$ cat src/rtl/unstrip_scheduler.sv
// Merges two striped byte lanes back into one stream, strictly alternating lane 0 / lane 1.
// Per-lane FIFOs absorb lane skew; an overflow flushes everything and locks the block in ERR until reset.
module unstrip_scheduler #(
   parameter int DEPTH = 4,
   parameter int DW    = 8
) (
   input  logic          clk_2f,
   input  logic          rst,
   input  logic          valid_stripe_0,
   input  logic [DW-1:0] data_stripe_0,
   input  logic          valid_stripe_1,
   input  logic [DW-1:0] data_stripe_1,
   input  logic          pop_en,
   output logic [DW-1:0] data_demux,
   output logic          valid_demux,
   output logic          lane_sel,
   output logic          empty_0,
   output logic          empty_1,
   output logic          full_0,
   output logic          full_1,
   output logic          overflow,
   output logic [1:0]    state
);
   localparam int AW = $clog2(DEPTH);

   typedef enum logic [1:0] {IDLE = 2'b00, RUN = 2'b01, ERR = 2'b10} state_t;

   state_t        st, st_next;
   logic [DW-1:0] mem [2][DEPTH];
   logic [DW-1:0] din [2];
   logic [AW-1:0] wr_ptr [2];
   logic [AW-1:0] rd_ptr [2];
   logic [AW:0]   count [2];
   logic [1:0]    push, pop, ovf_lane, nonempty, is_full;
   logic          issue, ovf;

   // Issue only from the current head; a byte pushed this cycle into an empty FIFO is not poppable yet.
   always_comb begin
      din[0]   = data_stripe_0;
      din[1]   = data_stripe_1;
      push     = {valid_stripe_1, valid_stripe_0} & {2{st != ERR}};
      nonempty = {count[1] != '0, count[0] != '0};
      is_full  = {count[1] == (AW+1)'(DEPTH), count[0] == (AW+1)'(DEPTH)};
      issue    = (st == RUN) && pop_en && nonempty[lane_sel];
      pop      = '0;
      if (issue) pop[lane_sel] = 1'b1;
      for (int i = 0; i < 2; i++) begin
         ovf_lane[i] = push[i] && is_full[i] && !pop[i];
      end
      ovf = |ovf_lane;
   end

   always_comb begin
      st_next = st;
      case (st)
         IDLE: if (nonempty[0]) st_next = RUN;
         RUN:  if (nonempty == 2'b00 && !lane_sel && push == 2'b00) st_next = IDLE;
         ERR:  st_next = ERR;
         default: st_next = IDLE;
      endcase
      if (ovf) st_next = ERR;
   end

   always_ff @(posedge clk_2f or posedge rst) begin
      if (rst) begin
         for (int i = 0; i < 2; i++) begin
            wr_ptr[i] <= '0;
            rd_ptr[i] <= '0;
            count[i]  <= '0;
         end
         data_demux  <= '0;
         valid_demux <= 1'b0;
         lane_sel    <= 1'b0;
         overflow    <= 1'b0;
         st          <= IDLE;
      end else begin
         st <= st_next;
         if (ovf || st == ERR) begin
            // Flush both lanes; the offending byte is dropped.
            for (int i = 0; i < 2; i++) begin
               wr_ptr[i] <= '0;
               rd_ptr[i] <= '0;
               count[i]  <= '0;
            end
            valid_demux <= 1'b0;
            lane_sel    <= 1'b0;
            overflow    <= 1'b1;
         end else begin
            for (int i = 0; i < 2; i++) begin
               if (push[i]) wr_ptr[i] <= wr_ptr[i] + 1'b1;
               if (pop[i])  rd_ptr[i] <= rd_ptr[i] + 1'b1;
               count[i] <= count[i] + (AW+1)'(push[i]) - (AW+1)'(pop[i]);
            end
            valid_demux <= issue;
            if (issue) begin
               data_demux <= mem[lane_sel][rd_ptr[lane_sel]];
               lane_sel   <= ~lane_sel;
            end else if (st != RUN) begin
               lane_sel <= 1'b0;
            end
         end
      end
   end

   always_ff @(posedge clk_2f) begin
      for (int i = 0; i < 2; i++) begin
         if (push[i] && !ovf) mem[i][wr_ptr[i]] <= din[i];
      end
   end

   assign empty_0 = !nonempty[0];
   assign empty_1 = !nonempty[1];
   assign full_0  = is_full[0];
   assign full_1  = is_full[1];
   assign state   = st;

endmodule

$ cat config.mk
export PLATFORM = sky130hd
export DESIGN_NAME = unstrip_scheduler
export DESIGN_NICKNAME = d
export VERILOG_FILES = /design/src/rtl/unstrip_scheduler.sv
export SDC_FILE = /design/constraint.sdc
export NUM_CORES = 1
export LEC_CHECK = 0
export CORE_MARGIN = 1.5
export CORE_UTILIZATION = 55
export DETAILED_ROUTE_END_ITERATION = 10
export HOLD_SLACK_MARGIN = 0.15
export PLACE_DENSITY = 0.88
export SYNTH_ARGS = -nofsm -noshare
export SYNTH_HDL_FRONTEND = slang
export SYNTH_SLANG_ARGS = --single-unit
export TNS_END_PERCENT = 20
$ cat constraint.sdc
create_clock -name clk_2f -period 2.8 [get_ports clk_2f]
set_input_delay 0.28 -clock clk_2f [delete_from_list [all_inputs] [get_ports clk_2f]]
set_output_delay 0.28 -clock clk_2f [all_outputs]
set_load 0.02 [all_outputs]
# Word-level counts from Yosys, hierarchy flattened
# Memory sizes are Yosys's and may differ from the RTL's.
# Cells that the tools add are included.
# Widths: inputs -> output; s select.
[word_totals]
register_bits = 27
ramBits = 64
input_bits = 21
output_inout_bits = 17
memories = 1
[mem_list]
columns = ["memory", "words", "word_bits", "read_ports", "rd_ports_with_merged_regs", "wr", "line_no", "rtl"]
rows = [
  ["mem", 2, 32, 1, 0, 2, "29", "logic [DW-1:0] mem [2][DEPTH];"],
]
[classes]
add_sub_neg = 8
n_lt_le_gt_ge = 8
eq_ne = 8
muxes = 34
bitwise_logic = 7
reduce_logical = 33
[op_table]
columns = ["op", "n"]
rows = [
  ["$mux 32", 2],
  ["$demux 8 s2", 2],
  ["$mux 8", 4],
  ["$mux 2", 11],
  ["$bmux 8 s2", 1],
  ["$logic_and 1x1->1", 13],
  ["$ge 3x3->1 const B", 3],
  ["$mux 1", 9],
  ["$not 2->3", 3],
  ["$reduce_bool 3->1", 3],
  ["$add 2x1->2 const B", 4],
  ["$mux 4", 2],
  ["$reduce_bool 2->1", 4],
  ["$add 3x1->3", 2],
  ["$eq 3x3->1 const B", 2],
  ["$logic_not 1->1", 6],
  ["$logic_not 2->1", 3],
  ["$lt 3x1->1 const B", 2],
  ["$mux 6", 1],
  ["$pmux 2 s3", 1],
  ["$sub 3x1->3", 2],
  ["$reduce_and 2->1", 2],
  ["$ne 3x2->1 const B", 1],
  ["$ne 3x3->1 const B", 1],
  ["13 further kinds", 14],
]

# Depth between registers and ports, before layout
# Gate-level depths: netlist of the first run.
[logic_depth]
word_depth = 12
ltp_mapped = 11

# Worst setup path before layout of the first run
# OpenSTA, ideal clock, no wires.
[synth_timing]
path_kind = "reg2reg"
start = "reg count[3] in the netlist's numbering"
end = "reg count[5] in the netlist's numbering"
arrival_time_ns = 2.272
required_ns = 2.668
path_slack_ns = 0.395
stages_incl_launch_ff = 10
cell_sequence = "dfrtp_1 > nor3_2 > nor3_1 > ha_1 > inv_1 > ha_1 > fa_1 > xnor2_1 > xnor2_1 > a21oi_1"
[synth_between]
elab_chain_cells = 10
elab_cells_between_ends = 16
cone_classes = "add/sub (2); eq/ne (1); mux (4); reduce/logical (9)"
[synth_rtl]
columns = ["element", "line_no", "rtl"]
rows = [
  ["start: declaration", "33", "logic [AW:0] count [2];"],
  ["start signal: indexed assignment", "92", "count[i] <= count[i] + (AW+1)'(push[i]) - (AW+1)'(pop[i]);"],
  ["parallel branches: the longest is 9 deep, another holds $sub 3x1->3", "n/a", ""],
  ["$mux 6 *", "78", "if (ovf || st == ERR) begin"],
]
# Every way passes the cells marked *. The select of a mux whose other input is x is not followed.
# A chain may end at the register's enable or synchronous reset.

# Worst setup path after layout of the first run
[layout_timing]
start = "reg lane_sel"
end = "reg count[2] in the netlist's numbering"
[layout_between]
elab_chain_cells = 10
elab_cells_between_ends = 17
cone_classes = "add/sub (1); order compare (2); mux (6); reduce/logical (8)"
[layout_rtl]
columns = ["element", "line_no", "rtl"]
rows = [
  ["start: declaration", "16", "output logic lane_sel,"],
  ["start signal: assignment", "97", "lane_sel <= ~lane_sel;"],
  ["$lt 1x2->1 (not written as such) / $ge 1x1->1 (equally long branches)", "46", "if (issue) pop[lane_sel] = 1'b1;"],
  ["$logic_and 1x1->1 (not written as such)", "46", ""],
  ["$mux 1 (not written as such)", "46", ""],
  ["$demux 1 s1", "46", ""],
  ["$mux 2 *", "46", ""],
  ["parallel branches: the longest is 4 deep, another holds $sub 3x1->3", "n/a", ""],
  ["$mux 6 *", "78", ""],
]
# Marked as above.

==> impl_metrics.json, run 1 <==
{
  "status": "complete, no violations",
  "peak_clock_frequency_supported_by_timing_ghz": 0.426,
  "fillCellCount": 518,
  "multiInputGateArea_um2": 1380,
  "drt-pass1-iter-count": 4,
  "route.final.wire_length_um": 7430,
  "grt_pass1_wl_um": 12400,
  "core-area_um2": 7330,
  "critical_path.reg2reg.endpoint": "count[2]",
  "final-hold-violation-count": 0,
  "cp_endpoint_kind": "register",
  "tightestPinTransition_ns": 0.847,
  "clock_tree.buffer_depth": 2,
  "timing.final.max_slew_violations": 0,
  "initial_antenna_violation_count": 0,
  "row_count": 31,
  "cell_breakdown_of_the_critical_path": "o31ai_1 > nor2_1 > ha_1 > inv_1 > ha_1 > inv_1 > fa_1 > xor2_1 > xnor2_1 > a21oi_1",
  "worst-setup-path-type": "register to register",
  "cts_tree": "done",
  "final_min_period_over_clock_period_pct": 83.8,
  "synth_cell_types": 41,
  "dp.final_hpwl_um": 5400,
  "insertion_delay_ns": 0.37,
  "clkSinkCount": 91,
  "worst-endpoint-required_ns": 3.02,
  "finalSetupViolations": 0,
  "final_period_minus_worst_setup_slack_ns": 2.35,
  "syn-cell-area_um2": 4190,
  "synth_async_sr_flop_share_pct": 29.7,
  "detailed_place.area_um2": 4650,
  "number_of_buffers_created_by_cts": 9,
  "grt_pass1_vias": 2567,
  "cts-htree-levels": 3,
  "n_antenna_cell": 0,
  "gp_routability_congestion": 0.848,
  "ys.flop_type": "edfxtp_1",
  "finalSetupTns_ns": 0,
  "synth_seq_area_share_pct": 62.0,
  "post-route-cell-area_um2": 4830,
  "cpPeakStageDelay_ns": 0.60,
  "cts-resized-gates": 0,
  "root_buffer": "clkbuf_8",
  "yosys_register_bits": 91,
  "mappedNetlistNets": 340,
  "netlist_instances": 305,
  "vias": 2507,
  "final_net_count": 387,
  "drive_above_1_share_pct": 13.7,
  "grt_usage_pct": 20.0,
  "ff2ff_setup_slack_ns": 0.45,
  "design.die.area_um2": 8150,
  "crit_slowest_cell": "dfrtp_1",
  "grt_setup_unrepaired": "no",
  "pin_count": 38,
  "synth.avg_cell_area_um2": 13.7,
  "number_of_enable_type_register_cells_in_the_synthesized_netlist": 64,
  "vias_per_cell": 5.50,
  "routed_wire_length_per_instance_um": 16.3,
  "hold_buffers_post_cts": 0,
  "holdCritPathClass": "input port to async pin",
  "reg2reg_path_depth": 10,
  "grt_max_degree": 28,
  "chipHeight_um": 90.3,
  "cap_violations": 0,
  "worst_clock_skew_ns": 0.0115,
  "worst_setup_hold_path_clk_slew_ns": 0.10,
  "initial_core_utilization_pct": 57.2,
  "worstPathArrival_ns": 2.57,
  "timing.critical_path.fanout_max": 10,
  "detail-route-antenna-nets": 0,
  "grt-ovfl-total": 0,
  "port-buffer-count": 37,
  "worst_flop_to_flop_path_startpoint": "lane_sel",
  "total_leakage_power_nw": 1.89,
  "dieWidth_um": 90.3,
  "drc": 0,
  "flow.area_growth_from_synthesis_pct": 15.3,
  "drt-initial-drc-count": 152,
  "final_critical_path_setup_slack_ns": 0.454,
  "dp_worst_setup_slack_ns": 0.235,
  "peakVddDrop_mv": 0.724,
  "cts_setup_buffers": 0,
  "ys_warn_count": 0,
  "start_kind": "register",
  "max_slew_margin_pct": 43.5,
  "seq_area_um2": 2600,
  "pwr_dens_nw_per_um2": 1050
}
[cell usage in the layout (no fill, tap or decap), drive strengths merged]
cell type / netlist / routed
ha: 12 / 12
xor2: 2 / 2
nand3: 4 / 4
nor3b: 2 / 2
o21ai: 2 / 2
nor2: 33 / 33
and2: 1 / 1
mux2i: 35 / 35
nor3: 4 / 4
a31oi: 1 / 1
clkinvlp: 0 / 2
buf: 6 / 17
nor2b: 2 / 2
a21o: 1 / 1
a32o: 8 / 8
clkinv: 0 / 1
nand3b: 1 / 1
and3b: 1 / 1
a311oi: 1 / 1
nand2b: 1 / 1
edfxtp: 64 / 64
dfrtp: 27 / 27
mux2: 8 / 8
a21boi: 3 / 3
a21oi: 27 / 27
clkbuf: 12 / 9
nand2: 21 / 21
clkdlybuf4s50: 0 / 37
xnor2: 8 / 8
o31a: 1 / 1
nor4b: 1 / 1
inv: 11 / 15
o31ai: 1 / 1
a221oi: 2 / 2
fa: 2 / 2
[how the worst max path moves through the flow]
| stage | from | end | depth (start not counted) |
|---|---|---|---|
| 3_3_place_gp | pop_en | count[2] | 11 |
| 6_report | lane_sel | count[2] | 10 |
| 4_1_cts | lane_sel | count[2] | 10 |
| 5_1_grt | lane_sel | count[2] | 10 |
| 3_5_place_dp | pop_en | count[5] | 10 |
| 2_1_floorplan | count[3] | count[5] | 9 |
[where the power goes]
group	internal, mW	switching [mW]	total, mW	leakage (nW)
logic	1.01	1.05	2.06	0.888
clock network	0.336	0.486	0.822	0.0886
registers	1.84	0.368	2.21	0.912
total	3.19	1.90	5.09	1.89
[area by class of cell]
type / count / share of cell area [%]
multi-input cells: 185 / 28.6
repair buffers: 54 / 10.3
inverters: 11 / 1.01
clock inverters: 7 / 1.19
clock buffers: 9 / 2.56
well taps: 99 / 2.56
flip-flops and latches: 91 / 53.7
[cell usage after synthesis (2+ instances only)]
cell type / count / area share [%]
nor3_1: 3 / 0.36
buf_12: 2 / 0.96
a21oi_1: 27 / 3.2
nand3_1: 4 / 0.48
fa_1: 2 / 0.96
mux2i_1: 34 / 8.1
nor3b_2: 2 / 0.60
nor2_1: 33 / 3.0
nand2_1: 21 / 1.9
a21boi_0: 3 / 0.54
dfrtp_1: 27 / 16
a221oi_1: 2 / 0.42
xnor2_1: 8 / 1.7
clkbuf_8: 4 / 1.3
ha_1: 12 / 3.6
buf_6: 2 / 0.54
inv_1: 10 / 0.90
buf_2: 2 / 0.24
xor2_1: 2 / 0.42
edfxtp_1: 64 / 46
clkbuf_1: 7 / 0.63
nor2b_1: 2 / 0.30
a32o_1: 8 / 1.9
mux2_2: 6 / 1.6
mux2_4: 2 / 0.72
[cell families after synthesis]
logic type | count (synthesis) | share of synthesized area (%)
compound gates | 47 | 7.70
xor+xnor | 10 | 2.09
fa+ha+maj | 14 | 4.54
buf+inv | 29 | 5.02
flops | 91 | 62.0
mux | 43 | 11.0
simple gates | 71 | 7.70
[critical path, delay by kind of cell (launching register included)]
family / cells / cell delay (ns)
fa+ha+maj: 3 / 0.77
xor+xnor: 2 / 0.31
buf+inv: 2 / 0.11
flops: 1 / 0.60
compound gates: 2 / 0.23
simple gates: 1 / 0.19
[registers in the layout, summed over array words and instances, names as in the netlist]
register	count
valid_demux	1
mem	64
lane_sel	1
overflow	1
count	6
state	2
data_demux	8
wr_ptr	4
rd_ptr	4
[through the flow]
| step | power (mW) | util (%) | hold slack [ns] | std cells |
|---|---|---|---|---|
| floorplan | 3.70 | - | 0.333 | 305 |
| global placement | 4.18 | 63.5 | 0.442 | 440 |
| detailed placement | 4.30 | 63.5 | 0.447 | 440 |
| CTS | 5.12 | 65.9 | 0.298 | 456 |
| global route | 5.43 | 65.9 | 0.300 | 456 |
| finish | 5.09 | 65.9 | 0.287 | 456 |
[layer usage]
layer / part of all wire, % / global-route usage [%] / vias up
li1: - / - / 1200
met1: 43 / 25.1 / 1247
met2: 52 / 34.0 / 47
met3: 2.9 / 5.47 / 13
met4: 1.5 / 6.22 / 0
met5: 0 / 0 / -
Note: power is estimated with default switching activity, not from simulation.
==> run 2, diff against run 1 <==
--- a/config.mk
+++ b/config.mk
@@ -6,10 +6,10 @@
 export NUM_CORES = 1
 export LEC_CHECK = 0
 export CORE_MARGIN = 1.5
-export CORE_UTILIZATION = 55
+export CORE_UTILIZATION = 52
 export DETAILED_ROUTE_END_ITERATION = 10
 export HOLD_SLACK_MARGIN = 0.15
-export PLACE_DENSITY = 0.88
+export PLACE_DENSITY = 0.87
 export SYNTH_ARGS = -nofsm -noshare
 export SYNTH_HDL_FRONTEND = slang
 export SYNTH_SLANG_ARGS = --single-unit
==> constraint.sdc (replaced) <==
create_clock -name clk_2f -period 1.95 [get_ports clk_2f]
set_input_delay 0.195 -clock clk_2f [delete_from_list [all_inputs] [get_ports clk_2f]]
set_output_delay 0.195 -clock clk_2f [all_outputs]
set_load 0.02 [all_outputs]
==> impl_metrics.json, run 2 (same netlist as run 1, synthesis figures left out) <==
{
  "status": "complete, but fails checks",
  "failed_checks": "setup timing",
  "dieWidth_um": 92.8,
  "p_switching_mw": 2.96,
  "insertion_delay_ns": 0.36,
  "holdCritPathClass": "input port to async pin",
  "proportion_of_power_drawn_by_flip_flops_and_latches_pct": 37.7,
  "timing.final.max_slew_violations": 0,
  "final_net_count": 410,
  "detail-route-antenna-nets": 0,
  "internal_power_mw": 5.11,
  "multiInputGateArea_um2": 1520,
  "row_count": 32,
  "power.share.clock_pct": 15.9,
  "cell_breakdown_of_the_critical_path": "nand3b_1 > nor2_2 > ha_1 > inv_1 > ha_1 > inv_1 > fa_2 > xor2_1 > xnor2_1 > a21oi_1",
  "initial_antenna_violation_count": 0,
  "worst-endpoint-required_ns": 2.19,
  "peak_clock_frequency_supported_by_timing_ghz": 0.484,
  "drc": 0,
  "drive_above_1_share_pct": 23.2,
  "cpLargestDelayFamily": "adder cells",
  "total_leakage_power_nw": 2.07,
  "clock_tree.buffer_depth": 2,
  "detailed_place.area_um2": 4920,
  "core-area_um2": 7770,
  "worst_clock_skew_ns": 0.0111,
  "grt_setup_unrepaired": "yes",
  "cp_endpoint_kind": "register",
  "drt-initial-drc-count": 97,
  "vias_per_cell": 5.37,
  "final_period_minus_worst_setup_slack_ns": 2.07,
  "fillCellCount": 538,
  "cts-htree-levels": 3,
  "n_antenna_cell": 0,
  "portion_of_total_power_attributed_to_combinational_logic_pct": 46.4,
  "final_critical_path_setup_slack_ns": -0.115,
  "tightestPinTransition_ns": 0.799,
  "ff2ff_setup_slack_ns": -0.12,
  "root_buffer": "clkbuf_8",
  "pwr_dens_nw_per_um2": 1550,
  "worst_flop_to_flop_path_startpoint": "state[1]",
  "finalSetupViolations": 3,
  "clkSinkCount": 91,
  "grt-ovfl-total": 0,
  "post-route-cell-area_um2": 5200,
  "grt_pass1_vias": 2688,
  "seq_area_um2": 2600,
  "routed_wire_length_per_instance_um": 16.2,
  "grt_usage_pct": 19.8,
  "port-buffer-count": 37,
  "finalSetupTns_ns": -0.159,
  "critPathBufInv": 2,
  "design.die.area_um2": 8610,
  "crit_slowest_cell": "dfrtp_1",
  "timing.critical_path.fanout_max": 3,
  "grt_max_degree": 28,
  "initial_core_utilization_pct": 54.0,
  "worst_setup_hold_path_clk_slew_ns": 0.09,
  "dp.final_hpwl_um": 5390,
  "layout.cells.most_common_list": "edfxtp_1 (64), mux2i_1 (34), clkdlybuf4s50_1 (33), nor2_1 (32), buf_4 (32)",
  "final-hold-violation-count": 0,
  "cap_violations": 0,
  "peakVddDrop_mv": 0.967,
  "number_of_buffers_created_by_cts": 9,
  "max_slew_margin_pct": 46.7,
  "chipHeight_um": 92.8,
  "drt-pass1-iter-count": 4,
  "largest_register_ffs": 64,
  "cts_tree": "done",
  "final_min_period_over_clock_period_pct": 106,
  "worst-setup-path-type": "register to register",
  "route.final.wire_length_um": 7810,
  "commonest_non_fill_non_tap_cell_in_the_layout": "edfxtp_1",
  "worstPathArrival_ns": 2.31,
  "setup.worst_path.start": "state[1]",
  "gp_routability_congestion": 0.851,
  "grt_pass1_wl_um": 12900,
  "hold_buffers_post_cts": 0,
  "cpPeakStageDelay_ns": 0.38,
  "pin_count": 38,
  "power.switching_fraction_pct": 36.7,
  "start_kind": "register",
  "flow.area_growth_from_synthesis_pct": 24.1,
  "vias": 2586
}
[run 2: worst register-to-register path: cells and delay by family, from the launching register on]
family,cells,cell delay (ns)
and+or+nand+nor,2,0.43
adders and majority gates,3,0.70
buffers and inverters,2,0.10
xor gates and xnor gates,2,0.29
DFF,1,0.38
AOI/OAI and AO/OA,1,0.05
[run 2: cell type report]
cell class	instances	area share [%]
Sequential cell	91	49.9
Multi-Input combinational cell	185	29.1
Inverter	11	0.938
Clock buffer	10	2.45
Tap cell	102	2.45
Clock inverter	6	1.39
Timing Repair Buffer	77	13.7
[run 2: final timing paths]
| kind | end | cells after the start |
|---|---|---|
| setup reg to reg | count[2] | 10 |
| max in group asynchronous | lane_sel | 3 |
| setup / recovery | count[2] | 10 |
| min in group clk_2f | overflow | 1 |
| hold reg to reg | overflow | 1 |
| hold / removal | rd_ptr[1] | 3 |
[run 2: power by group through the flow]
stage	Sequential, mW	Clock, mW	Combinational [mW]
finish	3.04	1.29	3.74
global route	3.11	1.39	4.06
CTS	3.02	1.31	3.66
detailed placement	3.06	0	3.63
global placement	3.03	0	3.49
floorplan	3.10	0	2.39
[run 2: layer usage]
layer / GRT usage (%) / part of all wire (%) / vias to the layer above
met2: 33.6 / 52 / 72
met3: 6.32 / 5.1 / 14
met4: 6.44 / 1.5 / 0
met1: 23.7 / 41 / 1262
met5: 0 / 0 / -
li1: - / - / 1238
[run 2: metrics by stage]
step	hold WS (ns)	worst slack, ns	power (mW)	std cells	utilization [%]
after global routing	0.243	-0.210	8.55	482	67.0
final	0.209	-0.115	8.07	482	67.0
after floorplan	0.248	-0.264	5.49	305	-
after global placement	0.442	-0.322	6.52	463	63.3
after CTS	0.202	-0.150	7.99	480	66.3
after detailed placement	0.456	-0.422	6.69	463	63.3
[run 2: repair_timing]
action	CTS	global route
setup buffers	1	2
pin swaps	7	4
gates resized for setup	9	9
endpoints found under the setup margin	76	74
==> run 3, diff against run 2 <==
--- a/config.mk
+++ b/config.mk
@@ -8,6 +8,7 @@
 export CORE_MARGIN = 1.5
 export CORE_UTILIZATION = 52
 export DETAILED_ROUTE_END_ITERATION = 10
+export GPL_ROUTABILITY_DRIVEN = 0
 export HOLD_SLACK_MARGIN = 0.15
 export PLACE_DENSITY = 0.87
 export SYNTH_ARGS = -nofsm -noshare
==> results of run 3 <==
The final DEF is identical to that of run 2; final timing and power are the same.
